**src/rtl/serial_subtractor.sv**
```systemverilog
// Bit-serial subtractor: computes A - B - borrowin one bit per clock, LSB first,
// and reports result, final borrow and signed overflow with a one-cycle done pulse.
module serial_subtractor #(
    parameter int NUMBITS = 8
) (
    input  logic               clk,
    input  logic               reset,
    input  logic               start,
    input  logic [NUMBITS-1:0] A,
    input  logic [NUMBITS-1:0] B,
    input  logic               borrowin,
    output logic [NUMBITS-1:0] result,
    output logic               borrowout,
    output logic               overflow,
    output logic               busy,
    output logic               done
);

    localparam int unsigned CW = $clog2(NUMBITS);
    localparam logic [CW-1:0] LAST = CW'(NUMBITS - 1);

    typedef enum logic [1:0] {
        IDLE = 2'd0,
        RUN  = 2'd1,
        DONE = 2'd2
    } state_t;

    state_t            r_state;
    state_t            w_next;

    logic [NUMBITS-1:0] r_a;
    logic [NUMBITS-1:0] r_b;
    logic [NUMBITS-1:0] r_diff;
    logic               r_brw;
    logic [CW-1:0]      r_cnt;
    logic [NUMBITS-1:0] r_result;
    logic               r_borrowout;
    logic               r_overflow;
    logic               r_done;

    logic               w_last;
    logic               w_d;
    logic               w_brw_next;

    assign w_last     = (r_state == RUN) && (r_cnt == LAST);
    assign w_d        = r_a[0] ^ r_b[0] ^ r_brw;
    assign w_brw_next = (~r_a[0] & r_b[0]) | (~(r_a[0] ^ r_b[0]) & r_brw);

    always_ff @(posedge clk) begin
        if (!reset) r_state <= IDLE;
        else        r_state <= w_next;
    end

    always_comb begin
        w_next = r_state;
        case (r_state)
            IDLE:    if (start) w_next = RUN;
            RUN:     if (w_last) w_next = DONE;
            DONE:    w_next = IDLE;
            default: w_next = IDLE;
        endcase
    end

    always_ff @(posedge clk) begin
        if (!reset) begin
            r_a         <= '0;
            r_b         <= '0;
            r_diff      <= '0;
            r_brw       <= 1'b0;
            r_cnt       <= '0;
            r_result    <= '0;
            r_borrowout <= 1'b0;
            r_overflow  <= 1'b0;
            r_done      <= 1'b0;
        end else begin
            // done is registered from DONE so it lands one edge after the state entry
            r_done <= (r_state == DONE);
            case (r_state)
                IDLE: begin
                    if (start) begin
                        r_a   <= A;
                        r_b   <= B;
                        r_brw <= borrowin;
                        r_cnt <= '0;
                    end
                end
                RUN: begin
                    r_a    <= r_a >> 1;
                    r_b    <= r_b >> 1;
                    r_brw  <= w_brw_next;
                    r_diff <= {w_d, r_diff[NUMBITS-1:1]};
                    r_cnt  <= r_cnt + 1'b1;
                    if (w_last) begin
                        // on the last step r_a[0]/r_b[0] hold the operand MSBs and w_d is the result MSB
                        r_result    <= {w_d, r_diff[NUMBITS-1:1]};
                        r_borrowout <= w_brw_next;
                        r_overflow  <= (r_a[0] ^ r_b[0]) & (w_d ^ r_a[0]);
                    end
                end
                default: ;
            endcase
        end
    end

    assign result    = r_result;
    assign borrowout = r_borrowout;
    assign overflow  = r_overflow;
    assign busy      = (r_state == RUN);
    assign done      = r_done;

endmodule
```
**config.mk**
```make
export PLATFORM = sky130hd
export DESIGN_NAME = serial_subtractor
export DESIGN_NICKNAME = d
export VERILOG_FILES = /design/src/rtl/serial_subtractor.sv
export SDC_FILE = /design/constraint.sdc
export NUM_CORES = 1
export LEC_CHECK = 0
export ABC_CLOCK_PERIOD_IN_PS = 3900
export CORE_MARGIN = 3
export CORE_UTILIZATION = 32
export DETAILED_ROUTE_END_ITERATION = 8
export PLACE_DENSITY_LB_ADDON = 0.08
export SLEW_MARGIN = 10
export SYNTH_ARGS = -nofsm -noshare
export SYNTH_HDL_FRONTEND = slang
export SYNTH_SLANG_ARGS = --single-unit
```
**constraint.sdc**
```tcl
create_clock -name clk -period 3.9 [get_ports clk]
set_input_delay 1.17 -clock clk [delete_from_list [all_inputs] [get_ports clk]]
set_output_delay 1.17 -clock clk [all_outputs]
set_load 0.01 [all_outputs]
```
### After elaboration in Yosys (flattened, before gate mapping)

Index checks and enable logic that the tools add are counted.

* muxes and demuxes: 11
* add/sub/neg operators: 1
* equal/unequal tests: 5
* reductions and logical operators: 6
* bitwise logic cells: 9

Operators by type and width (number)
* one-hot mux 8 bit (2 select lines): 2
* two-way mux 8 bit: 2
* one-hot mux 3 bit (2 select lines): 1
* AND reduction 2 bit: 3
* two-way mux 2 bit: 2
* one-hot mux 2 bit (2 select lines): 1
* adder 3 x 1 -> 3 bit (second input constant): 1
* bitwise AND 1 bit: 3
* == test 3 bit (second input constant): 1
* two-way mux 3 bit: 1
* bitwise XOR 1 bit: 3
* == test 2 x 1 -> 1 bit (second input constant): 1
* == test 2 bit (second input constant): 1
* zero test 2 bit: 1
* inequality test 2 x 1 -> 1 bit (second input constant): 1
* inequality test 2 bit (second input constant): 1
* inverter 1 bit: 2
* one-hot mux 1 bit (2 select lines): 1
* nonzero test 2 bit: 1
* logical AND 1 bit: 1
* two-way mux 1 bit: 1
* OR 1 bit: 1

* register bits: 41
* output and inout bits: 12
* input port bits: 20

### Depth between registers and ports, before layout

Gate-level depths: netlist (run 1).

* depth after elaboration: 5
* depth in mapped cells: 6
* depth with buffers taken out: 5

### Least setup slack after synthesis (run 1)

No wires, ideal clock.

* path kind: reg2out
* start point: register r_state[1]
* end point: output busy
* path slack: 1.974 ns
* buffers on the path: 1
* arrival: 0.756 ns
* stages on the path, launching flop included: 4
* cells stage by stage: dfxtp_1 -> nand2b_4 -> inv_2 -> buf_6

* cells in the longest elaborated chain, start to end: 1

Ends and longest elaborated chain
* start: declaration: RTL line 28 `state_t r_state;`
* start signal: assignment: RTL line 51 `else r_state <= w_next;`
* == test 2 x 1 -> 1 bit: RTL line 108 `assign busy = (r_state == RUN);`
* end: declaration: RTL line 15 `output logic busy,`

No other way between the ends.

### Final worst setup path (run 1)

Ends and elaborated chain as after synthesis.

==> impl_results.html, run 1 <==
<table>
<tr><th>Metric</th><th>Value</th></tr>
<tr><th colspan="2">Route</th></tr>
<tr><td>WL per Instance</td><td>12.2 um</td></tr>
<tr><td>Number of DRC violations after detailed-routing iteration 0</td><td>66</td></tr>
<tr><td>Number of vias after detailed routing</td><td>1,258</td></tr>
<tr><td>Routed wire length</td><td>3350 um</td></tr>
<tr><td>Pre-Repair DR Iteration Count</td><td>4</td></tr>
<tr><td>Remaining antenna violation count</td><td>0</td></tr>
<tr><td>DRC violation count after routing</td><td>0</td></tr>
<tr><td>Detail-routed via count per cell</td><td>4.59</td></tr>
<tr><th colspan="2">Final layout</th></tr>
<tr><td>Layout overhead on the synthesized area</td><td>24.3%</td></tr>
<tr><td>Number of filler cells placed in the layout</td><td>519</td></tr>
<tr><td>Diode count</td><td>0</td></tr>
<tr><td>Final core utilization</td><td>41.9%</td></tr>
<tr><td>Final design instance area without fill</td><td>2180 um2</td></tr>
<tr><td>Total number of nets in the final design</td><td>227</td></tr>
<tr><td>Share of final-layout standard cells stronger than drive strength 1</td><td>15.7%</td></tr>
<tr><th colspan="2">STA</th></tr>
<tr><td>RSZ-0062 raised after global routing</td><td>false</td></tr>
<tr><td>Max transition margin</td><td>69.3%</td></tr>
<tr><td>Number of max-slew violations in the final report</td><td>0</td></tr>
<tr><td>Final Hold Viols</td><td>0</td></tr>
<tr><td>Final count of negative-setup-slack endpoints</td><td>0</td></tr>
<tr><td>Final period utilization</td><td>72.5%</td></tr>
<tr><td>Minimum clock period</td><td>2.83 ns</td></tr>
<tr><td>Final TNS setup</td><td>0 ns</td></tr>
<tr><td>Worst setup skew after layout</td><td>0.0104 ns</td></tr>
<tr><td>Transition time of the tightest slew-check pin</td><td>0.461 ns</td></tr>
<tr><td>Fmax</td><td>354 MHz</td></tr>
<tr><th colspan="2">CTS</th></tr>
<tr><td>CTS tree</td><td>built</td></tr>
<tr><td>Hold buffers post-CTS</td><td>0</td></tr>
<tr><td>H-tree level count</td><td>2</td></tr>
<tr><td># Post-CTS Setup Buffers</td><td>0</td></tr>
<tr><td>Clock transition at the registers of the reported paths</td><td>0.08 ns</td></tr>
<tr><td>Post-CTS sizing</td><td>0</td></tr>
<tr><td>Library cell used as clock root buffer</td><td>sky130_fd_sc_hd__clkbuf_8</td></tr>
<tr><td>TritonCTS buffer count</td><td>5</td></tr>
<tr><td>Clock sink count</td><td>40</td></tr>
<tr><td>Clk buf depth</td><td>2</td></tr>
<tr><td>Clock latency reported for the late side of the worst-skew pair</td><td>0.28 ns</td></tr>
<tr><th colspan="2">Worst setup path</th></tr>
<tr><td>Worst Path Max Fanout</td><td>12</td></tr>
<tr><td>Critical path arrival</td><td>1.66 ns</td></tr>
<tr><td>Startpoint type of the worst setup path</td><td>flip-flop</td></tr>
<tr><td>Worst r2r path cells</td><td>4</td></tr>
<tr><td>Class of the most critical setup path</td><td>reg2out</td></tr>
<tr><td>Termination of the worst setup path</td><td>busy</td></tr>
<tr><td>Critical Path Sink Type</td><td>output pin</td></tr>
<tr><td>Slack of the worst reg-to-reg path</td><td>2.27 ns</td></tr>
<tr><td>Startpoint of the worst-slack reg-to-reg timing path</td><td>r_state[0]$_SDFFE_PN0P_</td></tr>
<tr><td>Data required, critical path</td><td>2.73 ns</td></tr>
<tr><td>Start point of the critical path</td><td>r_state[1]$_SDFFE_PN0P_</td></tr>
<tr><td>RR Endpoint</td><td>r_a[2]$_SDFFE_PN0P_</td></tr>
<tr><th colspan="2">Power and ir drop</th></tr>
<tr><td>Portion of total power attributed to combinational logic</td><td>12.7%</td></tr>
<tr><td>Leakage power summed over all cells</td><td>0.787 nW</td></tr>
<tr><td>Worst voltage drop across the vdd grid</td><td>0.000199 V</td></tr>
<tr><td>Switching fraction of total power</td><td>23.6%</td></tr>
<tr><td>Part of the power in registers</td><td>49.9%</td></tr>
<tr><td>Power Density</td><td>402 nW/um2</td></tr>
<tr><td>Clk pwr share</td><td>37.5%</td></tr>
<tr><td>Sw power</td><td>208 uW</td></tr>
<tr><td>Internal cell power</td><td>671 uW</td></tr>
<tr><th colspan="2">GRT</th></tr>
<tr><td>Global-route layer with the greatest usage</td><td>met2</td></tr>
<tr><td>Antenna violations before repair</td><td>0</td></tr>
<tr><td>Maximum number of pins on one net before global-route repair</td><td>32</td></tr>
<tr><td>GR Layer Usage met1</td><td>14.5%</td></tr>
<tr><td>Number of global-route vias before repair</td><td>1,218</td></tr>
<tr><td>Global routing usage on met3</td><td>3.48%</td></tr>
<tr><td>Global-route wire length before repair</td><td>5850 um</td></tr>
<tr><td>Met2 usage in global routing</td><td>19.9%</td></tr>
<tr><td>Leftover overflow at the end of global routing</td><td>0</td></tr>
<tr><td>GRT Util Overall</td><td>11.7%</td></tr>
<tr><th colspan="2">Floorplan</th></tr>
<tr><td>Number of placed I/O pins</td><td>32</td></tr>
<tr><td>Total Die Area</td><td>6410 um2</td></tr>
<tr><td>Effective utilization at floorplan</td><td>33.8%</td></tr>
<tr><td>Die boundary height</td><td>80.1 um</td></tr>
<tr><td>Die X</td><td>80.1 um</td></tr>
<tr><td>Area of the core</td><td>5200 um2</td></tr>
<tr><td>Num rows</td><td>26</td></tr>
<tr><th colspan="2">Hold path</th></tr>
<tr><td>Class of the most critical hold timing path</td><td>reg2reg</td></tr>
<tr><td>Cell count of the worst hold path</td><td>2</td></tr>
<tr><th colspan="2">Placement</th></tr>
<tr><td>Placed wire-length estimate after detailed placement</td><td>2370 um</td></tr>
<tr><td>Routability congestion estimate</td><td>0.687</td></tr>
<tr><td>IO buf count</td><td>31</td></tr>
<tr><td>Cell Area, Placed</td><td>2080 um2</td></tr>
<tr><th colspan="2">Yosys</th></tr>
<tr><td>Cell with the most instances after synthesis</td><td>sky130_fd_sc_hd__dfxtp_1</td></tr>
<tr><td>Avg Cell Area, Syn</td><td>9.98 um2</td></tr>
<tr><td>Post-synthesis cell type count</td><td>26</td></tr>
<tr><td>Most common library cells after synthesis</td><td>sky130_fd_sc_hd__dfxtp_1, sky130_fd_sc_hd__nand2_1, sky130_fd_sc_hd__nor2_1</td></tr>
<tr><td>Post-Synthesis Cell Area</td><td>1760 um2</td></tr>
<tr><td>Cell taking the most area after synthesis</td><td>sky130_fd_sc_hd__dfxtp_1</td></tr>
<tr><td>Syn nets</td><td>200</td></tr>
<tr><td>Yosys warning count</td><td>0</td></tr>
<tr><td>Sequential fraction of the synthesis area</td><td>45.6%</td></tr>
<tr><td>Area share of the largest cell type after synthesis</td><td>45.6%</td></tr>
<tr><td>Post-synthesis register bit count</td><td>40</td></tr>
<tr><td>Prevailing post-synth register cell</td><td>sky130_fd_sc_hd__dfxtp_1</td></tr>
<tr><td>Fraction of registers with async set or reset after synthesis</td><td>0%</td></tr>
<tr><td>Synth Instances</td><td>176</td></tr>
<tr><td>Dominant cells by area after synthesis</td><td>sky130_fd_sc_hd__dfxtp_1, sky130_fd_sc_hd__a211oi_2, sky130_fd_sc_hd__mux2i_1</td></tr>
<tr><td>Number of synthesized flops with an enable pin</td><td>0</td></tr>
<tr><th colspan="2">Run status</th></tr>
<tr><td>Status</td><td>complete, no violations</td></tr>
<tr><th colspan="2">Job</th></tr>
<tr><td>Max-cap viol count</td><td>0</td></tr>
</table>
-- worst min-delay path by stage --
stage / slack [ns] / start / end
final: 0.46 / result[6]$_SDFFE_PN0P_ / result[6]$_SDFFE_PN0P_
after global routing: 0.49 / result[2]$_SDFFE_PN0P_ / result[2]$_SDFFE_PN0P_
after CTS: 0.46 / result[6]$_SDFFE_PN0P_ / result[6]$_SDFFE_PN0P_
after detailed placement: 0.45 / result[6]$_SDFFE_PN0P_ / result[6]$_SDFFE_PN0P_
after global placement: 0.44 / result[1]$_SDFFE_PN0P_ / result[1]$_SDFFE_PN0P_
after floorplan: 0.43 / r_diff[1]$_SDFFE_PN0P_ / result[0]$_SDFFE_PN0P_
-- cells by family after synthesis --
family	share of synthesized area, %
AOI/OAI and AO/OA	21.5
xor gates and xnor gates	0.499
adders and majority gates	3.28
buffers and inverters	5.98
DFF	45.6
muxes	8.55
and+or+nand+nor	14.6
-- stage by stage --
step	setup slack (ns)	total power [mW]	cells	hold WS, ns
floorplan	1.97	0.531	176	0.432
global placement	1.23	0.558	266	0.443
detailed placement	1.18	0.561	266	0.451
CTS	1.06	0.894	274	0.460
global route	0.962	0.925	274	0.488
finish	1.07	0.879	274	0.455
-- worst max-delay path, cell delays in order, from the launching register on --
cell,delay [ns]
sky130_fd_sc_hd__dfxtp_1,0.40
sky130_fd_sc_hd__nand2b_4,0.22
sky130_fd_sc_hd__inv_2,0.19
sky130_fd_sc_hd__clkdlybuf4s50_1,0.58
-- flip-flops by register name, indices dropped and copies added (netlist names) --
register,count
borrowout,1
r_a,8
r_brw,1
r_cnt,3
r_diff,7
result,8
r_state,2
overflow,1
done,1
r_b,8
-- routing by layer --
layer	routed length [um]	part of all wire [%]
met1	1580	47
met3	124	3.7
met5	0	0
met4	24	0.72
met2	1620	48
-- cells in the final DEF (no fill, tap or decap) --
cell / count
sky130_fd_sc_hd__inv_1: 2
sky130_fd_sc_hd__a22oi_1: 2
sky130_fd_sc_hd__fa_1: 1
sky130_fd_sc_hd__nor2_1: 23
sky130_fd_sc_hd__and3b_1: 1
sky130_fd_sc_hd__a21oi_1: 16
sky130_fd_sc_hd__clkdlybuf4s50_1: 31
sky130_fd_sc_hd__buf_4: 2
sky130_fd_sc_hd__o21ba_4: 1
sky130_fd_sc_hd__ha_1: 3
sky130_fd_sc_hd__dfxtp_1: 40
sky130_fd_sc_hd__clkbuf_8: 5
sky130_fd_sc_hd__clkbuf_1: 1
sky130_fd_sc_hd__nand4bb_1: 2
sky130_fd_sc_hd__o21ai_0: 2
sky130_fd_sc_hd__clkinv_2: 1
sky130_fd_sc_hd__a211oi_1: 1
sky130_fd_sc_hd__nand3b_2: 1
sky130_fd_sc_hd__xor2_1: 1
sky130_fd_sc_hd__o21bai_1: 1
sky130_fd_sc_hd__mux2i_1: 15
sky130_fd_sc_hd__nand3_1: 1
sky130_fd_sc_hd__nand2_1: 29
sky130_fd_sc_hd__o41ai_2: 1
sky130_fd_sc_hd__a211oi_2: 18
sky130_fd_sc_hd__bufinv_16: 1
sky130_fd_sc_hd__inv_2: 1
sky130_fd_sc_hd__nand2b_4: 1
-- area by class of cell --
type                       count  area [um2]  area share (%)
clock buffer                   6        72.6            3.32
clock inverter                 2        35.0            1.60
inverter                       3        11.3           0.516
multi-input combinational    120         851            39.0
sequential                    40         801            36.7
tap                           70        87.6            4.01
timing repair buffer          33         325            14.9
-- power groups by stage --
stage | Clock (mW) | Sequential (mW) | Combinational (mW)
2_1_floorplan | 0 | 0.445 | 0.0866
3_3_place_gp | 0 | 0.447 | 0.111
3_5_place_dp | 0 | 0.448 | 0.113
4_1_cts | 0.342 | 0.438 | 0.114
5_1_grt | 0.360 | 0.441 | 0.123
6_report | 0.329 | 0.438 | 0.111
Note: power is estimated with default switching activity, not from simulation.
==> run 2: changes to the inputs <==
--- a/config.mk
+++ b/config.mk
@@ -5,7 +5,7 @@
 export SDC_FILE = /design/constraint.sdc
 export NUM_CORES = 1
 export LEC_CHECK = 0
-export ABC_CLOCK_PERIOD_IN_PS = 3900
+export ABC_CLOCK_PERIOD_IN_PS = 2900
 export CORE_MARGIN = 3
 export CORE_UTILIZATION = 32
 export DETAILED_ROUTE_END_ITERATION = 8
==> constraint.sdc (replaced) <==
create_clock -name clk -period 2.9 [get_ports clk]
set_input_delay 0.87 -clock clk [delete_from_list [all_inputs] [get_ports clk]]
set_output_delay 0.87 -clock clk [all_outputs]
set_load 0.01 [all_outputs]
==> run 2 against run 1 <==
Global-route usage rose by 0.19 points. Clock skew fell by 0.0061 ns. Sequential share of layout area rose by 0.17 points. Register-to-register slack got worse by 1.0 ns. Non-clock buffer count rose by 1. Utilization fell by 0.19 points. Final cell count rose by 0.36%. Hold slack got worse by 0.00079 ns. Flip-flop and latch count did not move. Sequential power rose by 35%. Critical endpoint unchanged. Largest cell class unchanged. Highest routed layer unchanged.
==> impl_results.html, run 2 (synthesis gave the netlist of run 1 again) <==
<table>
<tr><th>Metric</th><th>Value</th></tr>
<tr><th colspan="2">GRT</th></tr>
<tr><td>Global-route wire length before repair</td><td>5910 um (+0.94%)</td></tr>
<tr><td>Maximum number of pins on one net before global-route repair</td><td>32 (unchanged)</td></tr>
<tr><td>Antenna violations before repair</td><td>0 (unchanged)</td></tr>
<tr><td>Number of global-route vias before repair</td><td>1,274 (+4.6%)</td></tr>
<tr><td>GRT Util Overall</td><td>11.9% (+0.19 points)</td></tr>
<tr><td>Leftover overflow at the end of global routing</td><td>0 (unchanged)</td></tr>
<tr><th colspan="2">STA</th></tr>
<tr><td>Worst setup skew after layout</td><td>0.00426 ns (-0.00612 ns)</td></tr>
<tr><td>Final count of negative-setup-slack endpoints</td><td>0 (unchanged)</td></tr>
<tr><td>Final Hold Viols</td><td>0 (unchanged)</td></tr>
<tr><td>Final TNS setup</td><td>0 ns (unchanged)</td></tr>
<tr><td>Max transition margin</td><td>68.7% (-0.60 points)</td></tr>
<tr><td>Number of max-slew violations in the final report</td><td>0 (unchanged)</td></tr>
<tr><td>RSZ-0062 raised after global routing</td><td>false</td></tr>
<tr><td>Fmax</td><td>395 MHz</td></tr>
<tr><td>Minimum clock period</td><td>2.53 ns</td></tr>
<tr><td>Final period utilization</td><td>87.3%</td></tr>
<tr><td>Transition time of the tightest slew-check pin</td><td>0.470 ns (+0.00903 ns)</td></tr>
<tr><th colspan="2">CTS</th></tr>
<tr><td>Clk buf depth</td><td>2 (unchanged)</td></tr>
<tr><td># Post-CTS Setup Buffers</td><td>0 (unchanged)</td></tr>
<tr><td>Library cell used as clock root buffer</td><td>sky130_fd_sc_hd__clkbuf_8</td></tr>
<tr><td>CTS tree</td><td>built</td></tr>
<tr><td>Post-CTS sizing</td><td>0 (unchanged)</td></tr>
<tr><td>Clock transition at the registers of the reported paths</td><td>0.07 ns (about the same)</td></tr>
<tr><td>Clock sink count</td><td>40 (unchanged)</td></tr>
<tr><td>H-tree level count</td><td>2 (unchanged)</td></tr>
<tr><td>Clock latency reported for the late side of the worst-skew pair</td><td>0.29 ns (about the same)</td></tr>
<tr><td>TritonCTS buffer count</td><td>5 (unchanged)</td></tr>
<tr><td>Hold buffers post-CTS</td><td>0 (unchanged)</td></tr>
<tr><th colspan="2">Route</th></tr>
<tr><td>Detail-routed via count per cell</td><td>4.77 (+3.8%)</td></tr>
<tr><td>Remaining antenna violation count</td><td>0 (unchanged)</td></tr>
<tr><td>Number of DRC violations after detailed-routing iteration 0</td><td>57 (-14%)</td></tr>
<tr><td>DRC violation count after routing</td><td>0 (unchanged)</td></tr>
<tr><td>Pre-Repair DR Iteration Count</td><td>4 (unchanged)</td></tr>
<tr><td>Routed wire length</td><td>3430 um (+2.2%)</td></tr>
<tr><td>WL per Instance</td><td>12.5 um (+1.8%)</td></tr>
<tr><td>Number of vias after detailed routing</td><td>1,311 (+4.2%)</td></tr>
<tr><th colspan="2">Final layout</th></tr>
<tr><td>Area of the multi-input gates</td><td>851 um2 (unchanged)</td></tr>
<tr><td>Leading cell types in the layout, fill and taps excluded</td><td>sky130_fd_sc_hd__dfxtp_1, sky130_fd_sc_hd__clkdlybuf4s50_1, sky130_fd_sc_hd__nand2_1</td></tr>
<tr><td>Number of filler cells placed in the layout</td><td>524 (+0.96%)</td></tr>
<tr><td>Total number of nets in the final design</td><td>228 (+0.44%)</td></tr>
<tr><td>Leading cell type in the layout, fill and taps excluded</td><td>sky130_fd_sc_hd__dfxtp_1</td></tr>
<tr><td>Final design instance area without fill</td><td>2170 um2 (-0.46%)</td></tr>
<tr><td>Diode count</td><td>0 (unchanged)</td></tr>
<tr><td>Final core utilization</td><td>41.8% (-0.19 points)</td></tr>
<tr><td>Layout overhead on the synthesized area</td><td>23.7%</td></tr>
<tr><td>Share of final-layout standard cells stronger than drive strength 1</td><td>15.6% (-0.077 points)</td></tr>
<tr><td>Sequential standard cell area</td><td>801 um2 (unchanged)</td></tr>
<tr><th colspan="2">Floorplan</th></tr>
<tr><td>Num rows</td><td>26 (unchanged)</td></tr>
<tr><td>Area of the core</td><td>5200 um2 (unchanged)</td></tr>
<tr><td>Die X</td><td>80.1 um (unchanged)</td></tr>
<tr><td>Die boundary height</td><td>80.1 um (unchanged)</td></tr>
<tr><td>Total Die Area</td><td>6410 um2 (unchanged)</td></tr>
<tr><td>Number of placed I/O pins</td><td>32 (unchanged)</td></tr>
<tr><td>Effective utilization at floorplan</td><td>33.8% (unchanged)</td></tr>
<tr><th colspan="2">Worst setup path</th></tr>
<tr><td>Critical path arrival</td><td>1.66 ns (about the same)</td></tr>
<tr><td>Longest individual stage delay on the worst path</td><td>0.58 ns (about the same)</td></tr>
<tr><td>Startpoint type of the worst setup path</td><td>flip-flop</td></tr>
<tr><td>Series of cell instances along the critical path</td><td>nand2b_4 &gt; inv_2 &gt; clkdlybuf4s50_1</td></tr>
<tr><td>Critical Path Sink Type</td><td>output pin</td></tr>
<tr><td>Worst r2r path cells</td><td>4 (unchanged)</td></tr>
<tr><td>Kind of cell adding the most delay to the critical path</td><td>buffers and inverters</td></tr>
<tr><td>Worst path depth</td><td>3 (unchanged)</td></tr>
<tr><td>Class of the most critical setup path</td><td>reg2out</td></tr>
<tr><td>Number of buffer and inverter instances along the worst setup path</td><td>2 (unchanged)</td></tr>
<tr><td>Worst Path Max Fanout</td><td>12 (unchanged)</td></tr>
<tr><td>Critical-path cell with the highest stage delay</td><td>sky130_fd_sc_hd__clkdlybuf4s50_1</td></tr>
<tr><td>Data required, critical path</td><td>2.03 ns (-0.70 ns)</td></tr>
<tr><th colspan="2">Run status</th></tr>
<tr><td>Status</td><td>complete, no violations</td></tr>
<tr><th colspan="2">Hold path</th></tr>
<tr><td>Class of the most critical hold timing path</td><td>reg2reg</td></tr>
<tr><td>Cell count of the worst hold path</td><td>2 (unchanged)</td></tr>
<tr><th colspan="2">Placement</th></tr>
<tr><td>Routability congestion estimate</td><td>0.738 (+7.5%)</td></tr>
<tr><td>IO buf count</td><td>31 (unchanged)</td></tr>
<tr><td>Placed wire-length estimate after detailed placement</td><td>2420 um (+2.4%)</td></tr>
<tr><td>Cell Area, Placed</td><td>2080 um2 (+0.36%)</td></tr>
<tr><th colspan="2">Power and ir drop</th></tr>
<tr><td>Leakage power summed over all cells</td><td>0.782 nW (-0.62%)</td></tr>
<tr><td>Power Density</td><td>515 nW/um2 (+28%)</td></tr>
<tr><td>Worst voltage drop across the vdd grid</td><td>0.000181 V (-8.9%)</td></tr>
<tr><th colspan="2">Job</th></tr>
<tr><td>Max-cap viol count</td><td>0 (unchanged)</td></tr>
</table>
run 2: layout make-up:
class,instances,share of cell area [%]
Multi-Input combinational cell,120,39.1
Sequential cell,40,36.8
Timing Repair Buffer,34,15.3
Clock buffer,8,4.15
Tap cell,70,4.03
Inverter,3,0.518
run 2: per-stage QoR:
step / hold slack, ns / power, mW / setup WS [ns] / instances
2_1_floorplan: 0.432 / 0.715 / 1.27 / 176
3_3_place_gp: 0.443 / 0.752 / 0.648 / 267
3_5_place_dp: 0.448 / 0.756 / 0.597 / 267
4_1_cts: 0.458 / 1.14 / 0.357 / 275
5_1_grt: 0.476 / 1.17 / 0.278 / 275
6_report: 0.454 / 1.12 / 0.368 / 275
run 2: final timing paths:
path / start / to / slack (ns)
setup / recovery: r_state[1]$_SDFFE_PN0P_ / busy / 0.37
hold / removal: result[5]$_SDFFE_PN0P_ / result[5]$_SDFFE_PN0P_ / 0.45
setup reg to reg: r_state[0]$_SDFFE_PN0P_ / r_a[3]$_SDFFE_PN0P_ / 1.25
hold reg to reg: result[5]$_SDFFE_PN0P_ / result[5]$_SDFFE_PN0P_ / 0.45
run 2: routing by layer:
metal | vias up | part of all wire [%] | GRT usage, %
met5 | - | 0 | 0
met4 | 0 | 2.2 | 6.08
met3 | 8 | 3.3 | 3.03
met2 | 24 | 48 | 19.5
met1 | 616 | 47 | 14.4
li1 | 663 | - | -
run 2: worst min-delay path, stage by stage, from the launching register on:
cell and delay (ns):
sky130_fd_sc_hd__dfxtp_1 0.31, sky130_fd_sc_hd__nand2_1 0.05, sky130_fd_sc_hd__a21oi_1 0.05
run 2: report_power, final:
part	leakage (nW)	total (mW)	switching [mW]	internal (mW)
Combinational	0.409	0.152	0.0783	0.0737
Sequential	0.327	0.590	0.0158	0.574
Clock	0.0455	0.376	0.182	0.194
==> run 3: changes to the inputs <==
==> constraint.sdc (replaced) <==
create_clock -name clk -period 2.9 [get_ports clk]
set_input_delay 0.725 -clock clk [delete_from_list [all_inputs] [get_ports clk]]
set_output_delay 0.725 -clock clk [all_outputs]
set_load 0.01 [all_outputs]
==> run 3 against run 2 <==
Combinational power about the same. Largest power group unchanged. Via count decreased by 1.9%. Critical endpoint unchanged. Count of clock-buffer cells in the layout decreased by 2.
==> impl_results.html, run 3 (synthesis gave the netlist of run 1 again) <==
<table>
<tr><th>Metric</th><th>Value</th></tr>
<tr><th colspan="2">CTS</th></tr>
<tr><td>Clock sink count</td><td>40 (unchanged)</td></tr>
<tr><td>Post-CTS sizing</td><td>0 (unchanged)</td></tr>
<tr><td>H-tree level count</td><td>2 (unchanged)</td></tr>
<tr><td>Hold buffers post-CTS</td><td>0 (unchanged)</td></tr>
<tr><td>Library cell used as clock root buffer</td><td>sky130_fd_sc_hd__clkbuf_8</td></tr>
<tr><td>CTS tree</td><td>built</td></tr>
<tr><td># Post-CTS Setup Buffers</td><td>0 (unchanged)</td></tr>
<tr><td>Clock transition at the registers of the reported paths</td><td>0.07 ns (about the same)</td></tr>
<tr><td>TritonCTS buffer count</td><td>5 (unchanged)</td></tr>
<tr><td>Clock latency reported for the late side of the worst-skew pair</td><td>0.28 ns (about the same)</td></tr>
<tr><td>Clk buf depth</td><td>2 (unchanged)</td></tr>
<tr><th colspan="2">Worst setup path</th></tr>
<tr><td>Data required, critical path</td><td>2.17 ns (+0.14 ns)</td></tr>
<tr><td>Critical-path cell with the highest stage delay</td><td>sky130_fd_sc_hd__clkdlybuf4s50_1</td></tr>
<tr><td>Critical Path Sink Type</td><td>output pin</td></tr>
<tr><td>Series of cell instances along the critical path</td><td>nand2b_4 &gt; inv_2 &gt; clkdlybuf4s50_1</td></tr>
<tr><td>Class of the most critical setup path</td><td>reg2out</td></tr>
<tr><td>Critical path arrival</td><td>1.66 ns (about the same)</td></tr>
<tr><td>Worst Path Max Fanout</td><td>12 (unchanged)</td></tr>
<tr><td>Longest individual stage delay on the worst path</td><td>0.57 ns (about the same)</td></tr>
<tr><td>Number of buffer and inverter instances along the worst setup path</td><td>2 (unchanged)</td></tr>
<tr><td>Startpoint type of the worst setup path</td><td>flip-flop</td></tr>
<tr><td>Kind of cell adding the most delay to the critical path</td><td>buffers and inverters</td></tr>
<tr><th colspan="2">Route</th></tr>
<tr><td>Number of DRC violations after detailed-routing iteration 0</td><td>21 (-63%)</td></tr>
<tr><td>WL per Instance</td><td>12.7 um (+2.2%)</td></tr>
<tr><td>Detail-routed via count per cell</td><td>4.69 (-1.5%)</td></tr>
<tr><td>Number of vias after detailed routing</td><td>1,286 (-1.9%)</td></tr>
<tr><td>Routed wire length</td><td>3490 um (+1.8%)</td></tr>
<tr><td>Pre-Repair DR Iteration Count</td><td>4 (unchanged)</td></tr>
<tr><td>Remaining antenna violation count</td><td>0 (unchanged)</td></tr>
<tr><td>DRC violation count after routing</td><td>0 (unchanged)</td></tr>
<tr><th colspan="2">Final layout</th></tr>
<tr><td>Area of the multi-input gates</td><td>851 um2 (unchanged)</td></tr>
<tr><td>Sequential standard cell area</td><td>801 um2 (unchanged)</td></tr>
<tr><td>Number of filler cells placed in the layout</td><td>541 (+3.2%)</td></tr>
<tr><td>Layout overhead on the synthesized area</td><td>23.0%</td></tr>
<tr><td>Total number of nets in the final design</td><td>228 (unchanged)</td></tr>
<tr><td>Leading cell types in the layout, fill and taps excluded</td><td>sky130_fd_sc_hd__dfxtp_1, sky130_fd_sc_hd__clkdlybuf4s50_1, sky130_fd_sc_hd__nand2_1</td></tr>
<tr><td>Share of final-layout standard cells stronger than drive strength 1</td><td>15.7% (+0.077 points)</td></tr>
<tr><td>Leading cell type in the layout, fill and taps excluded</td><td>sky130_fd_sc_hd__dfxtp_1</td></tr>
<tr><td>Number of non-filler instances in the completed layout</td><td>274 (-0.36%)</td></tr>
<tr><td>Diode count</td><td>0 (unchanged)</td></tr>
<tr><td>Final design instance area without fill</td><td>2160 um2 (-0.58%)</td></tr>
<tr><td>Final core utilization</td><td>41.5% (-0.24 points)</td></tr>
<tr><th colspan="2">Placement</th></tr>
<tr><td>Cell Area, Placed</td><td>2080 um2 (unchanged)</td></tr>
<tr><td>Placed wire-length estimate after detailed placement</td><td>2480 um (+2.4%)</td></tr>
<tr><td>Placed cell count</td><td>267 (unchanged)</td></tr>
<tr><td>IO buf count</td><td>31 (unchanged)</td></tr>
<tr><td>Routability congestion estimate</td><td>0.716 (-3.0%)</td></tr>
<tr><th colspan="2">GRT</th></tr>
<tr><td>Maximum number of pins on one net before global-route repair</td><td>32 (unchanged)</td></tr>
<tr><td>Global-route wire length before repair</td><td>5830 um (-1.3%)</td></tr>
<tr><td>Antenna violations before repair</td><td>0 (unchanged)</td></tr>
<tr><td>GRT Util Overall</td><td>11.8% (-0.10 points)</td></tr>
<tr><td>Number of global-route vias before repair</td><td>1,346 (+5.7%)</td></tr>
<tr><td>Leftover overflow at the end of global routing</td><td>0 (unchanged)</td></tr>
<tr><th colspan="2">STA</th></tr>
<tr><td>Max transition margin</td><td>58.7% (-10 points)</td></tr>
<tr><td>Final count of negative-setup-slack endpoints</td><td>0 (unchanged)</td></tr>
<tr><td>Number of max-slew violations in the final report</td><td>0 (unchanged)</td></tr>
<tr><td>Worst setup skew after layout</td><td>0.00390 ns (-0.000357 ns)</td></tr>
<tr><td>Fmax</td><td>419 MHz (+6.2%)</td></tr>
<tr><td>Final period utilization</td><td>82.2% (-5.1 points)</td></tr>
<tr><td>RSZ-0062 raised after global routing</td><td>false</td></tr>
<tr><td>Minimum clock period</td><td>2.38 ns (-0.147 ns)</td></tr>
<tr><td>Final Hold Viols</td><td>0 (unchanged)</td></tr>
<tr><td>Final TNS setup</td><td>0 ns (unchanged)</td></tr>
<tr><td>Transition time of the tightest slew-check pin</td><td>0.619 ns (+0.149 ns)</td></tr>
<tr><th colspan="2">Floorplan</th></tr>
<tr><td>Die X</td><td>80.1 um (unchanged)</td></tr>
<tr><td>Total Die Area</td><td>6410 um2 (unchanged)</td></tr>
<tr><td>Area of the core</td><td>5200 um2 (unchanged)</td></tr>
<tr><td>Effective utilization at floorplan</td><td>33.8% (unchanged)</td></tr>
<tr><td>Number of placed I/O pins</td><td>32 (unchanged)</td></tr>
<tr><td>Num rows</td><td>26 (unchanged)</td></tr>
<tr><td>Die boundary height</td><td>80.1 um (unchanged)</td></tr>
<tr><th colspan="2">Power and ir drop</th></tr>
<tr><td>Leakage power summed over all cells</td><td>0.777 nW (-0.57%)</td></tr>
<tr><td>Post-layout power</td><td>1.09 mW (-3.0%)</td></tr>
<tr><td>Worst voltage drop across the vdd grid</td><td>0.000261 V (+44%)</td></tr>
<tr><td>Power Density</td><td>502 nW/um2 (-2.4%)</td></tr>
<tr><th colspan="2">Hold path</th></tr>
<tr><td>Class of the most critical hold timing path</td><td>reg2reg</td></tr>
<tr><th colspan="2">Job</th></tr>
<tr><td>Max-cap viol count</td><td>0 (unchanged)</td></tr>
<tr><th colspan="2">Run status</th></tr>
<tr><td>Status</td><td>complete, no violations</td></tr>
</table>
[run 3: path summary, 6_finish.rpt]
path	startpoint	to	slack, ns	cells after the start
worst max register to register	r_state[0]$_SDFFE_PN0P_	r_brw$_SDFFE_PN0P_	1.25	4
worst min register to register	result[6]$_SDFFE_PN0P_	result[6]$_SDFFE_PN0P_	0.45	2
worst max-delay path	r_state[1]$_SDFFE_PN0P_	busy	0.52	3
worst min-delay path	result[6]$_SDFFE_PN0P_	result[6]$_SDFFE_PN0P_	0.45	2
[run 3: area by class of cell]
cell class / count / share of cell area, %
inverters: 3 / 0.521
well taps: 70 / 4.05
repair buffers: 34 / 15.4
clock buffers: 6 / 3.36
clock inverters: 1 / 0.232
multi-input cells: 120 / 39.4
flip-flops and latches: 40 / 37.1
[run 3: report_power, final]
group	leakage [nW]	internal [mW]	switching (mW)
clock	0.0410	0.164	0.180
combinational	0.409	0.0735	0.0772
sequential	0.327	0.574	0.0167
total	0.777	0.811	0.274
[run 3: metrics by stage]
step	hold slack (ns)	worst slack, ns
2_1_floorplan	0.432	1.42
3_3_place_gp	0.442	0.707
3_5_place_dp	0.449	0.676
4_1_cts	0.459	0.495
5_1_grt	0.476	0.400
6_report	0.454	0.515
[run 3: routing by layer]
metal / vias up / share of wire, % / wire [um] / global-route usage (%)
met4: 0 / 1.2 / 43 / 4.73
li1: 661 / - / - / -
met2: 25 / 50 / 1730 / 21.2
met3: 4 / 3.8 / 132 / 3.92
met1: 596 / 45 / 1580 / 12.7
met5: - / 0 / 0 / 0
[run 3: tightest hold or removal path: stages, from the launching register on]
cell and delay, ns:
sky130_fd_sc_hd__dfxtp_1 0.31, sky130_fd_sc_hd__nand2_1 0.05, sky130_fd_sc_hd__a21oi_1 0.05
